`src/rtl/psum_pkg.sv`:
```
// Shared types and sizes for the GLB-side psum endpoint and its bank.
package psum_pkg;

   localparam int DATA_W = 21;
   localparam int DEPTH  = 64;
   localparam int ADDR_W = 6;

   typedef enum logic [1:0] {
      IDLE   = 2'd0,
      ACTIVE = 2'd1,
      DONE   = 2'd2
   } state_t;

   typedef logic signed [DATA_W-1:0] psum_t;

endpackage

```
`src/rtl/psum_bank_regfile.sv`:
```
// Psum bank: one synchronous write port, two asynchronous read ports
// (stream side and host side). Contents are deliberately not reset.
module psum_bank_regfile
   import psum_pkg::*;
(
   input  logic              clk,
   input  logic              i_we,
   input  logic [ADDR_W-1:0] i_waddr,
   input  psum_t             i_wdata,
   input  logic [ADDR_W-1:0] i_raddr_s,
   output psum_t             o_rdata_s,
   input  logic [ADDR_W-1:0] i_raddr_h,
   output psum_t             o_rdata_h
);

   psum_t r_mem [DEPTH];

   always_ff @(posedge clk) begin
      if (i_we) begin
         r_mem[i_waddr] <= i_wdata;
      end
   end

   assign o_rdata_s = r_mem[i_raddr_s];
   assign o_rdata_h = r_mem[i_raddr_h];

endmodule

```
`src/rtl/psum_glb_port.sv`:
```
// GLB endpoint of the psum path: streams a pass of psums (or zeros) out to the
// router and writes each returning accumulated psum back to the same address.
//
//   state  | meaning
//   IDLE   | waiting for start; host may preload/drain the bank
//   ACTIVE | streaming out and absorbing returns; host writes are dropped
//   DONE   | one-cycle end-of-pass pulse; host writes allowed
module psum_glb_port
   import psum_pkg::*;
(
   input  logic              clk,
   input  logic              reset,
   input  logic              start,
   input  logic [ADDR_W-1:0] base_addr,
   input  logic [ADDR_W:0]   len,
   input  logic              init_zero,
   output logic              out_valid,
   input  logic              out_ready,
   output psum_t             out_data,
   input  logic              in_valid,
   output logic              in_ready,
   input  psum_t             in_data,
   output logic              busy,
   output logic              done,
   input  logic              host_we,
   input  logic [ADDR_W-1:0] host_addr,
   input  psum_t             host_wdata,
   input  logic [ADDR_W-1:0] host_raddr,
   output psum_t             host_rdata
);

   localparam logic [ADDR_W:0] LEN_MAX = (ADDR_W+1)'(DEPTH);

   state_t            r_state;
   state_t            w_state_nxt;
   logic [ADDR_W:0]   r_rd_cnt;
   logic [ADDR_W:0]   r_wr_cnt;
   logic [ADDR_W:0]   r_len_q;
   logic [ADDR_W:0]   w_wr_cnt_nxt;
   logic [ADDR_W-1:0] r_base_q;
   logic              r_init_zero_q;
   logic              r_out_valid;
   psum_t             r_out_data;

   logic              w_active;
   logic              w_start;
   logic              w_load;
   logic              w_in_fire;
   logic [ADDR_W-1:0] w_rd_addr;
   logic [ADDR_W-1:0] w_wr_addr;
   psum_t             w_bank_rdata;
   logic              w_bank_we;
   logic [ADDR_W-1:0] w_bank_waddr;
   psum_t             w_bank_wdata;

   assign w_active     = (r_state == ACTIVE);
   assign w_start      = start && (r_state == IDLE);
   assign w_load       = w_active && (r_rd_cnt < r_len_q) && (!r_out_valid || out_ready);
   assign in_ready     = w_active && (r_wr_cnt < r_len_q);
   assign w_in_fire    = in_valid && in_ready;
   assign w_wr_cnt_nxt = r_wr_cnt + {{ADDR_W{1'b0}}, w_in_fire};

   // Address arithmetic is modulo DEPTH by truncation.
   assign w_rd_addr = r_base_q + r_rd_cnt[ADDR_W-1:0];
   assign w_wr_addr = r_base_q + r_wr_cnt[ADDR_W-1:0];

   assign busy      = w_active;
   assign done      = (r_state == DONE);
   assign out_valid = r_out_valid;
   assign out_data  = r_out_data;

   always_comb begin
      w_bank_we    = host_we;
      w_bank_waddr = host_addr;
      w_bank_wdata = host_wdata;
      if (w_active) begin
         w_bank_we    = w_in_fire;
         w_bank_waddr = w_wr_addr;
         w_bank_wdata = in_data;
      end
   end

   always_comb begin
      w_state_nxt = r_state;
      case (r_state)
         IDLE:    if (start) w_state_nxt = ACTIVE;
         // Look at the post-handshake count so done follows the last write directly.
         ACTIVE:  if (w_wr_cnt_nxt == r_len_q) w_state_nxt = DONE;
         DONE:    w_state_nxt = IDLE;
         default: w_state_nxt = IDLE;
      endcase
   end

   always_ff @(posedge clk or posedge reset) begin
      if (reset) begin
         r_state <= IDLE;
      end else begin
         r_state <= w_state_nxt;
      end
   end

   always_ff @(posedge clk or posedge reset) begin
      if (reset) begin
         r_rd_cnt      <= '0;
         r_wr_cnt      <= '0;
         r_len_q       <= '0;
         r_base_q      <= '0;
         r_init_zero_q <= 1'b0;
      end else if (w_start) begin
         r_rd_cnt      <= '0;
         r_wr_cnt      <= '0;
         r_len_q       <= (len > LEN_MAX) ? LEN_MAX : len;
         r_base_q      <= base_addr;
         r_init_zero_q <= init_zero;
      end else begin
         if (w_load) begin
            r_rd_cnt <= r_rd_cnt + (ADDR_W+1)'(1);
         end
         if (w_in_fire) begin
            r_wr_cnt <= w_wr_cnt_nxt;
         end
      end
   end

   always_ff @(posedge clk or posedge reset) begin
      if (reset) begin
         r_out_valid <= 1'b0;
         r_out_data  <= '0;
      end else if (w_load) begin
         r_out_valid <= 1'b1;
         r_out_data  <= r_init_zero_q ? psum_t'(0) : w_bank_rdata;
      end else if (out_ready) begin
         r_out_valid <= 1'b0;
      end
   end

   psum_bank_regfile u_bank (
      .clk       (clk),
      .i_we      (w_bank_we),
      .i_waddr   (w_bank_waddr),
      .i_wdata   (w_bank_wdata),
      .i_raddr_s (w_rd_addr),
      .o_rdata_s (w_bank_rdata),
      .i_raddr_h (host_raddr),
      .o_rdata_h (host_rdata)
   );

endmodule
```
`config.mk`:
```
export PLATFORM = sky130hd
export DESIGN_NAME = psum_glb_port
export DESIGN_NICKNAME = d
export VERILOG_FILES = /design/src/rtl/psum_pkg.sv /design/src/rtl/psum_bank_regfile.sv /design/src/rtl/psum_glb_port.sv
export SDC_FILE = /design/constraint.sdc
export NUM_CORES = 2
export LEC_CHECK = 0
export BUFFER_PORTS_ARGS = -buffer_cell sky130_fd_sc_hd__buf_2
export CORE_MARGIN = 1.5
export CORE_UTILIZATION = 50
export DETAILED_ROUTE_END_ITERATION = 7
export PLACE_DENSITY = 0.72
export REMOVE_ABC_BUFFERS = 1
export SYNTH_ARGS = -nofsm -noshare
export SYNTH_HDL_FRONTEND = slang
export SYNTH_SLANG_ARGS = --single-unit
```
`constraint.sdc`:
```
create_clock -name clk -period 4.5 [get_ports clk]
set_input_delay 0.225 -clock clk [delete_from_list [all_inputs] [get_ports clk]]
set_output_delay 0.225 -clock clk [all_outputs]
set_load 0.05 [all_outputs]
```
Word-level counts from Yosys, hierarchy flattened. Memory sizes are Yosys's and may differ from the RTL's. Index checks and enable logic that the tools add are counted.

Register bits: 52. Memory bits (writable): 1344. Bits of input ports: 74. Output and inout bits: 46. Logic and storage cells: 49. Memories: 1.

Memories: u_bank.r_mem (words 64, width 21, read ports 2, clocked after Yosys merged registers in 0, wr ports 1, line psum_bank_regfile.sv:16) `psum_t r_mem [DEPTH];`.

Add/subtract/negate cells: 4. Order comparisons: 3. Eq/ne operators: 5. Multiplexer cells: 16. Reductions and logical operators: 12.

Operator list (count): $mux 21 (2); $mux 7 (5); $lt 7x7->1 (2); $add 6x6->6 (2); $add 7x1->7 (1); $add 7x1->7 const B (1); $eq 7x7->1 (1); $gt 7x7->1 const B (1); $mux 6 (1); $reduce_bool 2->1 (3); $logic_and 1x1->1 (5); $mux 1 (5); $mux 2 (2); $pmux 2 s2 (1); $eq 2x1->1 const B (1); $eq 2x2->1 const B (1); $logic_not 2->1 (1); $ne 2x1->1 const B (1); $ne 2x2->1 const B (1); $reduce_and 2->1 (1); $logic_not 1->1 (1); $logic_or 1x1->1 (1).

Logic depth before layout (Yosys ltp).
Word-level depth: 7. Mapped depth: 14. Depth with buffers taken out: 14.

Modules after synthesis. Synthesis repeated with hierarchy kept, for this count alone.

Cell total of the unflattened synthesis: 3570. Area total of the unflattened synthesis: 66176.0 um2.

By module, submodules not included: psum_bank_regfile (instances 1, cells each 3150, area an instance 62690.1 um2, seq. area each 40358.7 um2); psum_glb_port (instances 1, cells each 420, area an instance 3485.8 um2, seq. area each 1301.2 um2).

Worst setup path after synthesis. OpenSTA, ideal clock, no wires.

Path kind: flip-flop to flip-flop. From: register r_wr_cnt[4]. To: memory u_bank.r_mem[12][0] (netlist name) (enable). Setup time: 425 ps. Data arrival time: 3805 ps. Data required time: 4075 ps. Slack: 269 ps. Cell stages (with the launch flop): 9. Path buffers: 1. Clock period less this slack: 4231 ps. Cell sequence: dfrtp_1 ha_1 a21o_1 a21o_1 a211o_1 a2111oi_0 nor2_1 clkbuf_1 nor3_1.

Cells in the longest elaborated chain, start to end: 6. Elaborated cells between the ends (all ways): 8. Classes of those cells: add/sub: 1; order compare: 1; mux: 4; reduce/logical: 2.

Ends and longest elaborated chain: from (decl) (line psum_glb_port.sv:37) `logic [ADDR_W:0] r_wr_cnt;`; from (signal assigned) (line psum_glb_port.sv:120) `r_wr_cnt <= w_wr_cnt_nxt;`; $lt 7x7->1 (line psum_glb_port.sv:59) `assign in_ready = w_active && (r_wr_cnt < r_len_q);`; $logic_and 1x1->1 (line psum_glb_port.sv:59); $logic_and 1x1->1 (line psum_glb_port.sv:60) `assign w_in_fire = in_valid && in_ready;`; $mux 1 (line psum_glb_port.sv:76) `if (w_active) begin`; $mux 1 (line psum_bank_regfile.sv:19) `if (i_we) begin`; $mux 1 (implied by the code) (line psum_bank_regfile.sv:20) `r_mem[i_waddr] <= i_wdata;`; to (decl) (line psum_bank_regfile.sv:16).

Parallel ways exist; a longest one is shown, timed or not.

Worst setup path in the final report.
From: register r_rd_cnt[0]. To: register r_out_data[4], in the netlist out_data[4].

Cells in the longest elaborated chain, start to end: 3. Elaborated cells between the ends (all ways): 6. Classes of those cells: add/sub: 1; order compare: 1; mux: 1; reduce/logical: 2; memory: 1.

Ends and longest elaborated chain: from (decl) (line psum_glb_port.sv:36) `logic [ADDR_W:0] r_rd_cnt;`; from (signal assigned) (line psum_glb_port.sv:117) `r_rd_cnt <= r_rd_cnt + (ADDR_W+1)'(1);`; $add 6x6->6 or $lt 7x7->1 (tied branches) (line psum_glb_port.sv:64, psum_glb_port.sv:58); $mem_v2 64x21 or $logic_and 1x1->1 (tied branches); $mux 21 or $logic_and 1x1->1 (tied branches) (line psum_glb_port.sv:131, psum_glb_port.sv:58); to (signal assigned) (line psum_glb_port.sv:131) `r_out_data <= r_init_zero_q ? psum_t'(0) : w_bank_rdata;`; to (decl) (line psum_glb_port.sv:43) `psum_t r_out_data;`.

Parallel ways exist; a longest one is shown, timed or not. A chain may end at the register's enable or synchronous reset.

==> flow_metrics.tcl <==
set metrics [dict create \
    timing.final.crit_share_pct 89.83 \
    gr-usage-all-layers_pct 30.02 \
    power.density_mw_per_mm2 758.8 \
    clock_tree.buffer_depth 3 \
    timing.hold.worst.start "in_data[0]" \
    asyncSetResetFlopFracSynth_pct 3.725 \
    crit_fanout 24 \
    crit_required_ns 5.20 \
    placementRows 132 \
    min_path_cells 3 \
    postSynthRegisterBits 1396 \
    clock_insertion_delay_worst_skew_ns 0.81 \
    cpPeakStageDelay_ns 1.00 \
    syn_to_final_growth_pct 14.23 \
    clkSinkCount 1396 \
    cts_tree "yes" \
    route.detailed.drc 0 \
    timing.final.max_slew_violations 0 \
    syn-mean-instance-area_um2 20.25 \
    finalHoldViolations 0 \
    maxSlewHeadroom_pct 14.39 \
    ctsRootBufferMaster "sky130_fd_sc_hd__clkbuf_16" \
    synthDominantCellAreaShare_pct 61.31 \
    design.portCount 120 \
    edff_count_synth 1344 \
    route.detailed.vias_per_inst 7.084 \
    finalCriticalPeriod_ns 4.042 \
    r2r_slack_ns 0.46 \
    min_delay_worst_endpoint "u_bank.r_mem[61][0]" \
    met1_layer_usage_reported_by_global_route_pct 40.55 \
    clk_pin_slew_ns 0.06 \
    cellInternalPower_uw 34800 \
    netlist_top_cells_area "sky130_fd_sc_hd__edfxtp_1, sky130_fd_sc_hd__mux4_2, sky130_fd_sc_hd__mux2i_1" \
    postSynth.topFlopCell "sky130_fd_sc_hd__edfxtp_1" \
    dp_slack_ns 0.5452 \
    syn_area_mm2 0.06582 \
    first_global_vias 38120 \
    ctsResizeCount 0 \
    max_cap_viol_count 0 \
    cp.arrival_ns 4.74 \
    synth_cell_type_count 49 \
    timing.rr.end "out_data[4]" \
    worst-r2r-cell-count 10 \
    crit_chain "ha_4 -> fa_4 -> buf_4 -> buf_4 -> mux4_2 -> mux2i_1 -> a211oi_1 -> buf_4 -> mux2i_1 -> o211ai_1" \
    drt_wl_total_um 200300 \
    rsz0062_at_grt "no" \
    postSynthCellCount 3250 \
    status "complete, no violations" \
    grt_first_pass_wirelength_um 283700 \
    detailedRoute.firstPassIterationCount 6 \
    final_layout_size_suffix_gt1_share_pct 39.32 \
    routabilityCongestion 0.9164 \
    grt-busiest-layer "met2" \
    die_extent_in_x_um 365.8 \
    cts_buffers 147 \
    switching_share_of_power_pct 39.00 \
    pwr-share-comb_pct 47.5 \
    master_of_the_slowest_instance_on_the_critical_path "sky130_fd_sc_hd__fa_4" \
    post-synth-top-area-cell "sky130_fd_sc_hd__edfxtp_1" \
    grt_use_met2_pct 46.16 \
    switching_power_uw 22250 \
    critical_path_class "reg2reg" \
    timing_worst_slew_pin_value_ns 1.284 \
    timing.clock.skew_ns 0.03572 \
    ant_nets 0 \
    via_count 38060 \
    gr-usage-met3_pct 7.218 \
    multi_input_area_mm2 0.02353 \
    min-delay-path-class "in2reg" \
    seq_power_share_pct 31.3 \
    critical_path.reg2reg.startpoint "r_rd_cnt[0]" \
    register_area_mm2 0.04166 \
    dr.first_iter.drc_count 5749 \
    grt.overflow.total 0 \
    initial_utilization_pct 50.58 \
    cts-htree-levels 4 \
    detail_route.wl_per_cell_um 37.29 \
    grt_antenna_before_repair 9 \
    setup_viol_count_final 0 \
    seq_area_frac_synth_pct 63.29 \
    startpoint_type "flip-flop" \
    die_area_mm2 0.1338 \
    die_y_um 365.8 \
    dp.final_hpwl_um 126900 \
    report.power.total_uw 57060 \
    core-area_mm2 0.1301 \
    endpoint_kind "flip-flop" \
    place.port_buffers 119 \
    ir_drop_mv 0.6929 \
    fill_cells 9471 \
    grt_max_degree 89 \
    total_leakage_power_uw 0.02431 \
    power_frac_clock_pct 21.2 \
    yosys_warnings 0 \
    critical_path.most_common_cell "sky130_fd_sc_hd__buf_4" \
    timing.hold.ws_ns 0.06417 \
    fmax_ghz 0.2474 \
    fin_ws_ns 0.4575 \
    fin_nets 3615 \
]
## Yosys cell counts, types with 2 or more instances
| cell type | number |
|---|---|
| sky130_fd_sc_hd__nor3_1 | 36 |
| sky130_fd_sc_hd__nor2_1 | 86 |
| sky130_fd_sc_hd__buf_6 | 2 |
| sky130_fd_sc_hd__nor2b_1 | 58 |
| sky130_fd_sc_hd__fa_1 | 2 |
| sky130_fd_sc_hd__a21oi_1 | 21 |
| sky130_fd_sc_hd__mux2i_1 | 184 |
| sky130_fd_sc_hd__nand2b_1 | 4 |
| sky130_fd_sc_hd__buf_1 | 33 |
| sky130_fd_sc_hd__o2111ai_1 | 20 |
| sky130_fd_sc_hd__clkbuf_1 | 133 |
| sky130_fd_sc_hd__a31o_2 | 3 |
| sky130_fd_sc_hd__mux4_2 | 764 |
| sky130_fd_sc_hd__nand3b_1 | 7 |
| sky130_fd_sc_hd__ha_1 | 25 |
| sky130_fd_sc_hd__or3_1 | 4 |
| sky130_fd_sc_hd__xor2_1 | 13 |
| sky130_fd_sc_hd__nand3_1 | 11 |
| sky130_fd_sc_hd__nand4_1 | 3 |
| sky130_fd_sc_hd__o21bai_1 | 2 |
| sky130_fd_sc_hd__a211oi_1 | 58 |
| sky130_fd_sc_hd__nand2_1 | 126 |
| sky130_fd_sc_hd__edfxtp_1 | 1344 |
| sky130_fd_sc_hd__dfrtp_1 | 52 |
| sky130_fd_sc_hd__o31ai_1 | 4 |
| sky130_fd_sc_hd__and4_1 | 3 |
| sky130_fd_sc_hd__and3_1 | 4 |
| sky130_fd_sc_hd__a2111oi_0 | 2 |
| sky130_fd_sc_hd__a221oi_1 | 42 |
| sky130_fd_sc_hd__a211o_1 | 3 |
| sky130_fd_sc_hd__xnor2_1 | 12 |
| sky130_fd_sc_hd__buf_4 | 8 |
| sky130_fd_sc_hd__a21o_1 | 9 |
| sky130_fd_sc_hd__o211ai_1 | 24 |
| sky130_fd_sc_hd__o21ai_0 | 14 |
| sky130_fd_sc_hd__a22oi_1 | 21 |
| sky130_fd_sc_hd__buf_2 | 83 |
| sky130_fd_sc_hd__inv_1 | 12 |
| sky130_fd_sc_hd__and2_1 | 6 |
| sky130_fd_sc_hd__o32ai_1 | 3 |
## cell type report
cell class,count,area share [%]
flip-flops and latches,1396,55.41
multi-input cells,1582,31.30
clock buffers,191,5.265
repair buffers,375,3.999
well taps,1742,2.899
clock inverters,73,1.068
inverters,12,0.05991
diodes,2,0.006656
## cell families after synthesis
kind of cell,synth area share (%)
DFF,63.29
muxes,28.96
and+or+nand+nor,2.467
buffers and inverters,1.779
AOI/OAI and AO/OA,2.638
adders and majority gates,0.5360
xor gates and xnor gates,0.3326
## timing repair
action                    4_1_cts  5_1_grt
hold buffers                   23        0
setup buffers                   0        0
hold endpoints to repair       88        0
## layout by cell type, fill, tap and decap left out, types with 14 or more instances in the layout
| master | synthesis | routed |
|---|---|---|
| sky130_fd_sc_hd__dlygate4sd3_1 | 0 | 23 |
| sky130_fd_sc_hd__edfxtp_1 | 1344 | 1344 |
| sky130_fd_sc_hd__a21oi_1 | 21 | 21 |
| sky130_fd_sc_hd__buf_4 | 8 | 203 |
| sky130_fd_sc_hd__buf_12 | 0 | 32 |
| sky130_fd_sc_hd__nand2_2 | 0 | 21 |
| sky130_fd_sc_hd__nor2b_1 | 58 | 58 |
| sky130_fd_sc_hd__mux2i_1 | 184 | 184 |
| sky130_fd_sc_hd__mux4_2 | 764 | 764 |
| sky130_fd_sc_hd__clkbuf_16 | 0 | 151 |
| sky130_fd_sc_hd__clkbuf_1 | 133 | 37 |
| sky130_fd_sc_hd__nand2_1 | 126 | 104 |
| sky130_fd_sc_hd__nor3_2 | 0 | 33 |
| sky130_fd_sc_hd__clkinv_1 | 0 | 24 |
| sky130_fd_sc_hd__o211ai_1 | 24 | 24 |
| sky130_fd_sc_hd__nor2_1 | 86 | 52 |
| sky130_fd_sc_hd__buf_2 | 83 | 114 |
| sky130_fd_sc_hd__a211oi_1 | 58 | 58 |
| sky130_fd_sc_hd__clkinv_2 | 0 | 21 |
| sky130_fd_sc_hd__a22oi_1 | 21 | 21 |
| sky130_fd_sc_hd__o2111ai_1 | 20 | 20 |
| sky130_fd_sc_hd__dfrtp_1 | 52 | 52 |
| sky130_fd_sc_hd__a221oi_1 | 42 | 42 |
| sky130_fd_sc_hd__ha_1 | 25 | 24 |
| sky130_fd_sc_hd__nor2_4 | 0 | 24 |
| sky130_fd_sc_hd__o21ai_0 | 14 | 14 |
## state kept, by name, summed over array words and instances, names as in the netlist
register and cells:
r_rd_cnt 7, u_bank.r_mem 1344, out_valid 1, r_len_q 7, out_data 21, r_wr_cnt 7, r_base_q 6, r_init_zero_q 1
r_state 2
## power by group through the flow
stage,clock network [uW],logic [uW],registers [uW]
2_1_floorplan,0,9190,18200
3_5_place_dp,0,26800,18100
3_3_place_gp,0,26600,18100
5_1_grt,12700,28200,17900
6_report,12100,27100,17900
4_1_cts,12200,26900,17800
## worst max-delay path by stage
stage                 from            to  slack, ns  cells after the start
2_1_floorplan  r_rd_cnt[0]   out_data[0]     -10.64                      7
3_3_place_gp   r_rd_cnt[0]   out_data[8]       0.52                      9
3_5_place_dp   r_rd_cnt[0]   out_data[8]       0.55                      9
4_1_cts        r_rd_cnt[0]   out_data[8]       0.50                      9
5_1_grt        r_rd_cnt[0]  out_data[10]       0.38                     10
6_report       r_rd_cnt[0]   out_data[4]       0.46                     10
## stage by stage
| stage | instance area (um2) | TNS, ns | utilization [%] | std cells |
|---|---|---|---|---|
| detailed placement | 70190 | 0 | 53.94 | 5084 |
| global placement | 70190 | 0 | 53.94 | 5084 |
| global route | 75190 | 0 | 57.77 | 5371 |
| CTS | 75190 | 0 | 57.77 | 5371 |
| floorplan | 64700 | -471.88 | - | 2990 |
| finish | 75190 | 0 | 57.77 | 5373 |
## routing by layer
layer / share of wire (%) / vias to the layer above
met5: 0.036 / -
met4: 5.4 / 10
met3: 12 / 477
met2: 47 / 2688
met1: 36 / 20250
li1: - / 14640
## critical path: cells and delay by family (launching register included)
| kind | cells | cell delay [ns] |
|---|---|---|
| AOI/OAI and AO/OA | 2 | 0.92 |
| adders and majority gates | 2 | 1.21 |
| buffers and inverters | 3 | 0.93 |
| DFF | 1 | 0.45 |
| muxes | 3 | 0.40 |
(Power assumes the default switching activity.)
